$ cat config.mk
export PLATFORM = sky130hd
export DESIGN_NAME = uart_tx_frame
export DESIGN_NICKNAME = d
export VERILOG_FILES = /design/src/rtl/uart_pkg.sv /design/src/rtl/uart_parity_gen.sv /design/src/rtl/uart_tx_frame.sv
export SDC_FILE = /design/constraint.sdc
export NUM_CORES = 1
export LEC_CHECK = 0
export ABC_AREA = 1
export BUFFER_PORTS_ARGS = -buffer_cell sky130_fd_sc_hd__buf_2
export CORE_UTILIZATION = 47
export CTS_CLUSTER_DIAMETER = 40
export DETAILED_ROUTE_END_ITERATION = 10
export PLACE_DENSITY = 0.7
export SETUP_SLACK_MARGIN = 0.02
export SLEW_MARGIN = 0
export SYNTH_ARGS = -nofsm -noshare
export SYNTH_HDL_FRONTEND = slang
export SYNTH_HIERARCHICAL = 1
export SYNTH_SLANG_ARGS = --single-unit
$ cat constraint.sdc
create_clock -name clk -period 2.51 [get_ports clk]
set_input_delay 0.251 -clock clk [delete_from_list [all_inputs] [get_ports clk]]
set_output_delay 0.251 -clock clk [all_outputs]
set_load 0.1 [all_outputs]
$ cat src/rtl/uart_pkg.sv
// rtl/uart_pkg.sv - shared UART types and defaults for the TX and RX paths
package uart_pkg;

    localparam int DEFAULT_DATA_WIDTH     = 8;
    localparam int DEFAULT_PRESCALE_WIDTH = 6;

    localparam logic PAR_EVEN = 1'b0;
    localparam logic PAR_ODD  = 1'b1;

    typedef enum logic [2:0] {
        IDLE,
        START,
        DATA,
        PARITY,
        STOP
    } tx_state_t;

endpackage

$ cat src/rtl/uart_parity_gen.sv
// rtl/uart_parity_gen.sv - combinational even/odd parity over a data word
module uart_parity_gen
    import uart_pkg::*;
#(
    parameter int DATA_WIDTH = DEFAULT_DATA_WIDTH
) (
    input  logic [DATA_WIDTH-1:0] data_i,
    input  logic                  par_typ_i,
    output logic                  par_bit_o
);

    assign par_bit_o = (^data_i) ^ (par_typ_i == PAR_ODD);

endmodule

$ cat src/rtl/uart_tx_frame.sv
// rtl/uart_tx_frame.sv - UART frame serialiser with programmable bit period
module uart_tx_frame
    import uart_pkg::*;
#(
    parameter int DATA_WIDTH     = DEFAULT_DATA_WIDTH,
    parameter int PRESCALE_WIDTH = DEFAULT_PRESCALE_WIDTH
) (
    input  logic                      clk,
    input  logic                      rst,
    input  logic [DATA_WIDTH-1:0]     p_data,
    input  logic                      data_valid,
    input  logic                      par_en,
    input  logic                      par_typ,
    input  logic [PRESCALE_WIDTH-1:0] prescale,
    output logic                      tx_out,
    output logic                      busy,
    output logic                      done
);

    localparam int BIT_W = (DATA_WIDTH > 1) ? $clog2(DATA_WIDTH) : 1;
    localparam logic [BIT_W-1:0] LAST_BIT = BIT_W'(DATA_WIDTH - 1);

    tx_state_t                 state_q, state_d;
    logic [PRESCALE_WIDTH-1:0] cnt_q, cnt_d;
    logic [BIT_W-1:0]          bit_q, bit_d;
    logic [DATA_WIDTH-1:0]     data_q, data_d;
    logic                      par_en_q, par_en_d;
    logic                      par_typ_q, par_typ_d;
    logic [PRESCALE_WIDTH-1:0] presc_q, presc_d;
    logic                      tx_q, tx_d;
    logic                      done_q, done_d;

    logic [PRESCALE_WIDTH-1:0] cnt_last;
    logic                      bit_end;
    logic                      par_bit;

    uart_parity_gen #(
        .DATA_WIDTH(DATA_WIDTH)
    ) u_parity (
        .data_i    (data_q),
        .par_typ_i (par_typ_q),
        .par_bit_o (par_bit)
    );

    // A programmed prescale of 0 behaves as one cycle per bit.
    assign cnt_last = (presc_q == '0) ? '0 : presc_q - PRESCALE_WIDTH'(1);
    assign bit_end  = (cnt_q == cnt_last);

    always_comb begin
        state_d   = state_q;
        cnt_d     = cnt_q;
        bit_d     = bit_q;
        data_d    = data_q;
        par_en_d  = par_en_q;
        par_typ_d = par_typ_q;
        presc_d   = presc_q;
        tx_d      = 1'b1;
        done_d    = 1'b0;

        case (state_q)
            IDLE: begin
                cnt_d = '0;
                bit_d = '0;
                if (data_valid) begin
                    data_d    = p_data;
                    par_en_d  = par_en;
                    par_typ_d = par_typ;
                    presc_d   = prescale;
                    state_d   = START;
                end
            end
            START, PARITY, STOP: begin
                cnt_d = bit_end ? '0 : cnt_q + PRESCALE_WIDTH'(1);
                if (bit_end) begin
                    case (state_q)
                        START:   state_d = DATA;
                        PARITY:  state_d = STOP;
                        default: state_d = IDLE;
                    endcase
                end
            end
            DATA: begin
                cnt_d = bit_end ? '0 : cnt_q + PRESCALE_WIDTH'(1);
                if (bit_end) begin
                    if (bit_q == LAST_BIT) begin
                        bit_d   = '0;
                        state_d = par_en_q ? PARITY : STOP;
                    end else begin
                        bit_d = bit_q + BIT_W'(1);
                    end
                end
            end
            default: state_d = IDLE;
        endcase

        // Line level and done are registered, so derive them from the next state.
        case (state_d)
            START:   tx_d = 1'b0;
            DATA:    tx_d = data_d[bit_d];
            PARITY:  tx_d = par_bit;
            default: tx_d = 1'b1;
        endcase
        done_d = (state_d == STOP) && (cnt_d == cnt_last);
    end

    always_ff @(posedge clk) begin
        if (rst) begin
            state_q   <= IDLE;
            cnt_q     <= '0;
            bit_q     <= '0;
            data_q    <= '0;
            par_en_q  <= 1'b0;
            par_typ_q <= 1'b0;
            presc_q   <= '0;
            tx_q      <= 1'b1;
            done_q    <= 1'b0;
        end else begin
            state_q   <= state_d;
            cnt_q     <= cnt_d;
            bit_q     <= bit_d;
            data_q    <= data_d;
            par_en_q  <= par_en_d;
            par_typ_q <= par_typ_d;
            presc_q   <= presc_d;
            tx_q      <= tx_d;
            done_q    <= done_d;
        end
    end

    assign tx_out = tx_q;
    assign busy   = (state_q != IDLE);
    assign done   = done_q;

endmodule

==> results.sh, run 1 <==
export IMPL_status="finished, final reports clean"
export IMPL_cts_sinks=30
export IMPL_netlist_area_sq_um=2040
export IMPL_rows=23
export IMPL_cts_hold_buf=0
export IMPL_cp_arrival_ns=2.45
export IMPL_drive_gt1_share_pct=19.9
export IMPL_vias_per_cell=4.94
export IMPL_io_pins=22
export IMPL_final_antenna_net_count=0
export IMPL_relSlewSlack_pct=68.1
export IMPL_slew_viol_final=0
export IMPL_cp_slowest_cell="dfxtp_1"
export IMPL_netlist_top_cells_area="dfxtp_1 29%, nand2_1 14%, inv_1 9.0%, nand3_1 8.1%, nor2_1 7.0%"
export IMPL_async_flop_share_pct=0
export IMPL_hold_viol_final=0
export IMPL_worst_setup_path_end_kind="flip-flop"
export IMPL_avgSynthCellArea_sq_um=6.30
export IMPL_wl_per_cell_um=11.1
export IMPL_critPathMostFrequentCell="nand2_1"
export IMPL_cp_num_buf_inv=3
export IMPL_num_vias=1987
export IMPL_crit_type="flip-flop to flip-flop"
export IMPL_core_area_sq_um=4090
export IMPL_ir_drop_v=0.000372
export IMPL_path_delay_family="simple AND/OR/NAND/NOR gates"
export IMPL_final_area_sq_um=2320
export IMPL_yosys_cell_types_count=32
export IMPL_power_density_nw_per_um2=579
export IMPL_clock_fmax_ghz=0.438
export IMPL_routed_wl_um=4470
export IMPL_grt_pass1_vias=1735
export IMPL_setup_viol=0
export IMPL_cts_root_buf="clkbuf_8"
export IMPL_syn_num_nets=348
export IMPL_finalNetCount=377
export IMPL_grt_max_degree=23
export IMPL_dp_hpwl_um=3440
export IMPL_synth_edf_count=0
export IMPL_cellLeakagePower_nw=1.16
export IMPL_h_tree_depth=2
export IMPL_synth_common_cells="78 x nand2_1, 49 x inv_1, 38 x nor2_1"
export IMPL_worstPathMaxFanout=10
export IMPL_yosysSeqAreaShare_pct=29.4
export IMPL_area_growth_pct=13.4
export IMPL_track_usage_pct=22.2
export IMPL_die_x_um=67.9
export IMPL_io_buffers=21
export IMPL_drv_cap=0
export IMPL_drcViolationCount=0
export IMPL_required_ns=2.68
export IMPL_ys_ff_latch=30
export IMPL_synth_top_flop_cell="dfxtp_1"
export IMPL_path_cells="inv_1, ha_2, nand3_4, nand2_1, nand2_1, nand2_2, nand3_2, nor2_2, nand2_2, buf_4, a21oi_2, o21ai_1, o21ai_1, inv_1, nand3_1, nand2_1, nand2_1, nand3_1"
export IMPL_grt_overflow_total=0
export IMPL_synth_top_area_cell="dfxtp_1"
export IMPL_rsz0062_at_grt="false"
export IMPL_dr_first_iter_drc_count=107
export IMPL_final_core_util_pct=56.7
export IMPL_yosysMostFrequentCell="nand2_1"
export IMPL_insertion_delay_ns=0.28
export IMPL_die_h_um=67.9
export IMPL_fillCellCount=423
export IMPL_cts_tree="done"
export IMPL_grt_antenna_before_repair=0
export IMPL_drt_first_pass_iters=4
export IMPL_netlist_area_leader_share_pct=29.4
export IMPL_num_antenna_cells=0
export IMPL_cts_made_buffers=5
export IMPL_dieArea_sq_um=4610
export IMPL_worst_slew_pin_slew_ns=0.482
export IMPL_clk_path_buf_depth=2
export IMPL_fin_skew_ns=0.00622
export IMPL_min_path_type="input pin to flip-flop"
export IMPL_place_congestion=0.877
export IMPL_place_area_sq_um=2230
export IMPL_critPathMaxStageDelay_ns=0.31
export IMPL_clk_pin_slew_ns=0.06
export IMPL_yosysWarnings=6
export IMPL_post_route_period_util_pct=90.9
export IMPL_grt_pass1_wl_um=7580
export IMPL_crit_path_start_kind="flip-flop"
export IMPL_synth_cells=324
export IMPL_min_period_ns=2.28
export IMPL_setup_tns_ns=0
export IMPL_initial_core_util_pct=50.0
[layer usage]
metal	track usage [%]	part of all wire, %	vias to the layer above	wire [um]
met5	0	0	-	0
met4	8.33	0.94	0	42
li1	-	-	1071	-
met1	29.6	49	875	2210
met2	34.5	46	34	2040
met3	5.17	4.0	7	180
[tightest hold or removal path: stages]
cell	delay, ns
buf_2	0.09
nand2_1	0.05
a21oi_1	0.05
[timing repair]
item                       4_1_cts  5_1_grt
buffers inserted                 0        0
gates resized for setup          0        3
setup endpoints to repair        0        3
[cell families after synthesis]
family / synth area share [%]
simple gates: 42.6
buf+inv: 11.0
compound gates: 9.87
flops: 29.4
xor+xnor: 3.00
fa+ha+maj: 3.06
mux: 0.980
[final timing paths]
check | startpoint | end | slack [ns] | cells past startpoint
max | presc_q[1] | tx_out | 0.23 | 18
min | prescale[4] | presc_q[4] | 0.22 | 3
max reg2reg | presc_q[1] | tx_out | 0.23 | 18
min reg2reg | par_typ_q | par_typ_q | 0.49 | 2
[where the power goes]
group / switching (mW) / internal [mW]
Combinational: 0.277 / 0.153
Clock: 0.170 / 0.211
Sequential: 0.0243 / 0.506
Total: 0.471 / 0.869
[sequential cells by signal, summed over array words and instances, names as in the netlist]
name	cells
presc_q	6
cnt_q	6
par_en_q	1
bit_q	3
tx_out	1
done	1
state_q	3
par_typ_q	1
data_q	8
[layout by cell type (no fill, tap or decap)]
cell / Yosys / layout
nor3_1: 1 / 1
nand2_2: 10 / 11
o21ai_1: 3 / 3
buf_4: 0 / 6
xor2_1: 7 / 7
nand2_1: 78 / 77
nand2_4: 1 / 1
and2_1: 1 / 1
o21ai_2: 1 / 1
o22ai_1: 1 / 1
a21oi_2: 1 / 1
nand3_4: 1 / 1
a21oi_1: 15 / 15
ha_1: 5 / 4
nand4_1: 3 / 3
nor4_2: 1 / 1
nor2_2: 3 / 3
nand3_2: 3 / 3
inv_2: 3 / 4
clkbuf_8: 0 / 6
ha_2: 0 / 1
nor3_2: 2 / 2
nor2_1: 38 / 38
nand3_1: 33 / 33
dfxtp_1: 30 / 30
o21bai_1: 1 / 1
or2_2: 6 / 6
inv_1: 49 / 49
o21ai_0: 16 / 16
buf_2: 0 / 21
nor2_4: 2 / 2
mux2i_1: 2 / 2
nand3b_1: 1 / 1
[final cells by class]
type	count	area, sq um	share of cell area (%)
multi-input combinational	236	1220	52.7
sequential	30	601	25.9
inverter	53	199	8.59
timing repair buffer	27	150	6.48
clock buffer	6	82.6	3.57
tap	50	62.6	2.70
[metrics by stage]
stage / setup WS (ns) / hold WS (ns) / power (mW) / cells
5_1_grt: 0.0378 / 0.211 / 1.44 / 402
4_1_cts: 0.0987 / 0.207 / 1.36 / 402
6_report: 0.227 / 0.215 / 1.34 / 402
3_5_place_dp: 0.111 / 0.480 / 0.969 / 396
3_3_place_gp: 0.183 / 0.481 / 0.963 / 396
2_1_floorplan: 0.364 / 0.320 / 0.879 / 324
(Power assumes the default switching activity.)
==> run 2, diff against run 1 <==
--- a/config.mk
+++ b/config.mk
@@ -10,7 +10,7 @@
 export CORE_UTILIZATION = 47
 export CTS_CLUSTER_DIAMETER = 40
 export DETAILED_ROUTE_END_ITERATION = 10
-export PLACE_DENSITY = 0.7
+export PLACE_DENSITY = 0.74
 export SETUP_SLACK_MARGIN = 0.02
 export SLEW_MARGIN = 0
 export SYNTH_ARGS = -nofsm -noshare
==> results.sh, run 2 (same netlist as run 1, synthesis figures left out) <==
export IMPL_fillCellCount=425
export IMPL_busiest_layer="met2"
export IMPL_dieArea_sq_um=4610
export IMPL_path_delay_family="simple AND/OR/NAND/NOR gates"
export IMPL_dp_hpwl_um=3460
export IMPL_num_antenna_cells=0
export IMPL_cts_hold_buf=0
export IMPL_relSlewSlack_pct=67.9
export IMPL_place_congestion=0.866
export IMPL_routed_wl_um=4550
export IMPL_crit_path_start_kind="flip-flop"
export IMPL_cts_root_buf="clkbuf_8"
export IMPL_cts_made_buffers=5
export IMPL_layout_commonest_cell="nand2_1"
export IMPL_die_x_um=67.9
export IMPL_path_cells="inv_1, ha_2, xor2_1, nand3_1, nand2_2, nand3_2, nor2_2, nand2_2, buf_6, nor3_1, o21ai_1, nand2_1, inv_2, a21oi_1, nand3_1"
export IMPL_die_h_um=67.9
export IMPL_place_area_sq_um=2220
export IMPL_crit_type="flip-flop to flip-flop"
export IMPL_h_tree_depth=2
export IMPL_clk_path_buf_depth=2
export IMPL_drcViolationCount=0
export IMPL_cts_tree="done"
export IMPL_vias_per_cell=4.88
export IMPL_cellLeakagePower_nw=1.17
export IMPL_cp_num_buf_inv=3
export IMPL_dr_first_iter_drc_count=139
export IMPL_setup_viol=0
export IMPL_grt_max_degree=23
export IMPL_min_path_type="input pin to flip-flop"
export IMPL_clk_pin_slew_ns=0.07
export IMPL_use_met3_pct=5.00
export IMPL_status="finished, final reports clean"
export IMPL_rows=23
export IMPL_use_met2_pct=34.8
export IMPL_io_pins=22
export IMPL_core_area_sq_um=4090
export IMPL_wl_per_cell_um=11.3
export IMPL_hold_viol_final=0
export IMPL_initial_core_util_pct=50.0
export IMPL_worst_slew_pin_slew_ns=0.486
export IMPL_num_vias=1966
export IMPL_cp_arrival_ns=2.43
export IMPL_drive_gt1_share_pct=19.8
export IMPL_top_register="data_q"
export IMPL_finalNetCount=376
export IMPL_worst_setup_path_end_kind="flip-flop"
export IMPL_ir_drop_v=0.000376
export IMPL_grt_pass1_wl_um=7600
export IMPL_power_density_nw_per_um2=622
export IMPL_final_area_sq_um=2340
export IMPL_min_period_ns=2.26
export IMPL_cp_slowest_cell="dfxtp_1"
export IMPL_grt_antenna_before_repair=0
export IMPL_multi_input_area_sq_um=1220
export IMPL_fin_skew_ns=0.00510
export IMPL_reg_top3="data_q (8), cnt_q (6), presc_q (6)"
export IMPL_drv_cap=0
export IMPL_required_ns=2.69
export IMPL_insertion_delay_ns=0.29
export IMPL_worstPathMaxFanout=8
export IMPL_track_usage_pct=22.2
export IMPL_post_route_period_util_pct=89.9
export IMPL_clock_fmax_ghz=0.443
export IMPL_rsz0062_at_grt="false"
export IMPL_use_met1_pct=29.8
export IMPL_setup_tns_ns=0
export IMPL_area_growth_pct=14.5
export IMPL_drt_first_pass_iters=4
export IMPL_dp_cells=395
export IMPL_register_area_sq_um=601
export IMPL_slew_viol_final=0
export IMPL_cts_sinks=30
export IMPL_critPathMaxStageDelay_ns=0.32
export IMPL_final_antenna_net_count=0
export IMPL_finalNonFillerCells=403
export IMPL_largest_reg_flops=8
export IMPL_layout_common_cells="77 x nand2_1, 49 x inv_1, 38 x nor2_1"
export IMPL_io_buffers=21
export IMPL_grt_pass1_vias=1689
export IMPL_grt_overflow_total=0
[run 2: cell types whose count changed in the layout (fill, tap and decap cells not counted), sizes merged]
cell    delta
buf        -1
bufinv     +1
clkbuf     +1
[run 2: final timing paths]
check,slack [ns],startpoint,endpoint,depth (start not counted)
max reg2reg,0.25,presc_q[1],tx_out,15
max,0.25,presc_q[1],tx_out,15
min reg2reg,0.48,par_typ_q,par_typ_q,2
min,0.21,par_typ,par_typ_q,3
[run 2: layout make-up]
type	count	area share, %
Timing Repair Buffer	26	6.26
Sequential cell	30	25.7
Inverter	53	8.51
Multi-Input combinational cell	236	52.3
Clock buffer	7	3.26
Clock inverter	1	1.28
Tap cell	50	2.68
[run 2: tightest hold or removal path, cell delays in order]
cell and delay (ns):
buf_2 0.09, nand2_1 0.05, a21oi_1 0.05
[run 2: repair_timing]
action                     CTS  global route
gates resized for setup      0             5
setup buffers                0             0
setup endpoints to repair    0             3
[run 2: per-stage QoR]
step           power (mW)  hold WS, ns  utilization [%]  setup slack, ns
2_1_floorplan       0.879        0.320                -            0.364
3_3_place_gp        0.961        0.472             54.3            0.188
3_5_place_dp        0.966        0.470             54.3            0.125
4_1_cts              1.46        0.205             57.0            0.102
5_1_grt              1.54        0.211             57.2           0.0274
6_report             1.45        0.209             57.2            0.253
[run 2: report_power, final]
group	switching, mW	leakage (nW)	internal (mW)
sequential	0.0251	0.246	0.506
combinational	0.279	0.873	0.153
clock	0.194	0.0524	0.297
[run 2: layer usage]
layer  wire length [um]  vias to the layer above
met5                  0                        -
met4                 53                        0
met3                212                        6
met2               2050                       37
met1               2240                      851
li1                   -                     1072
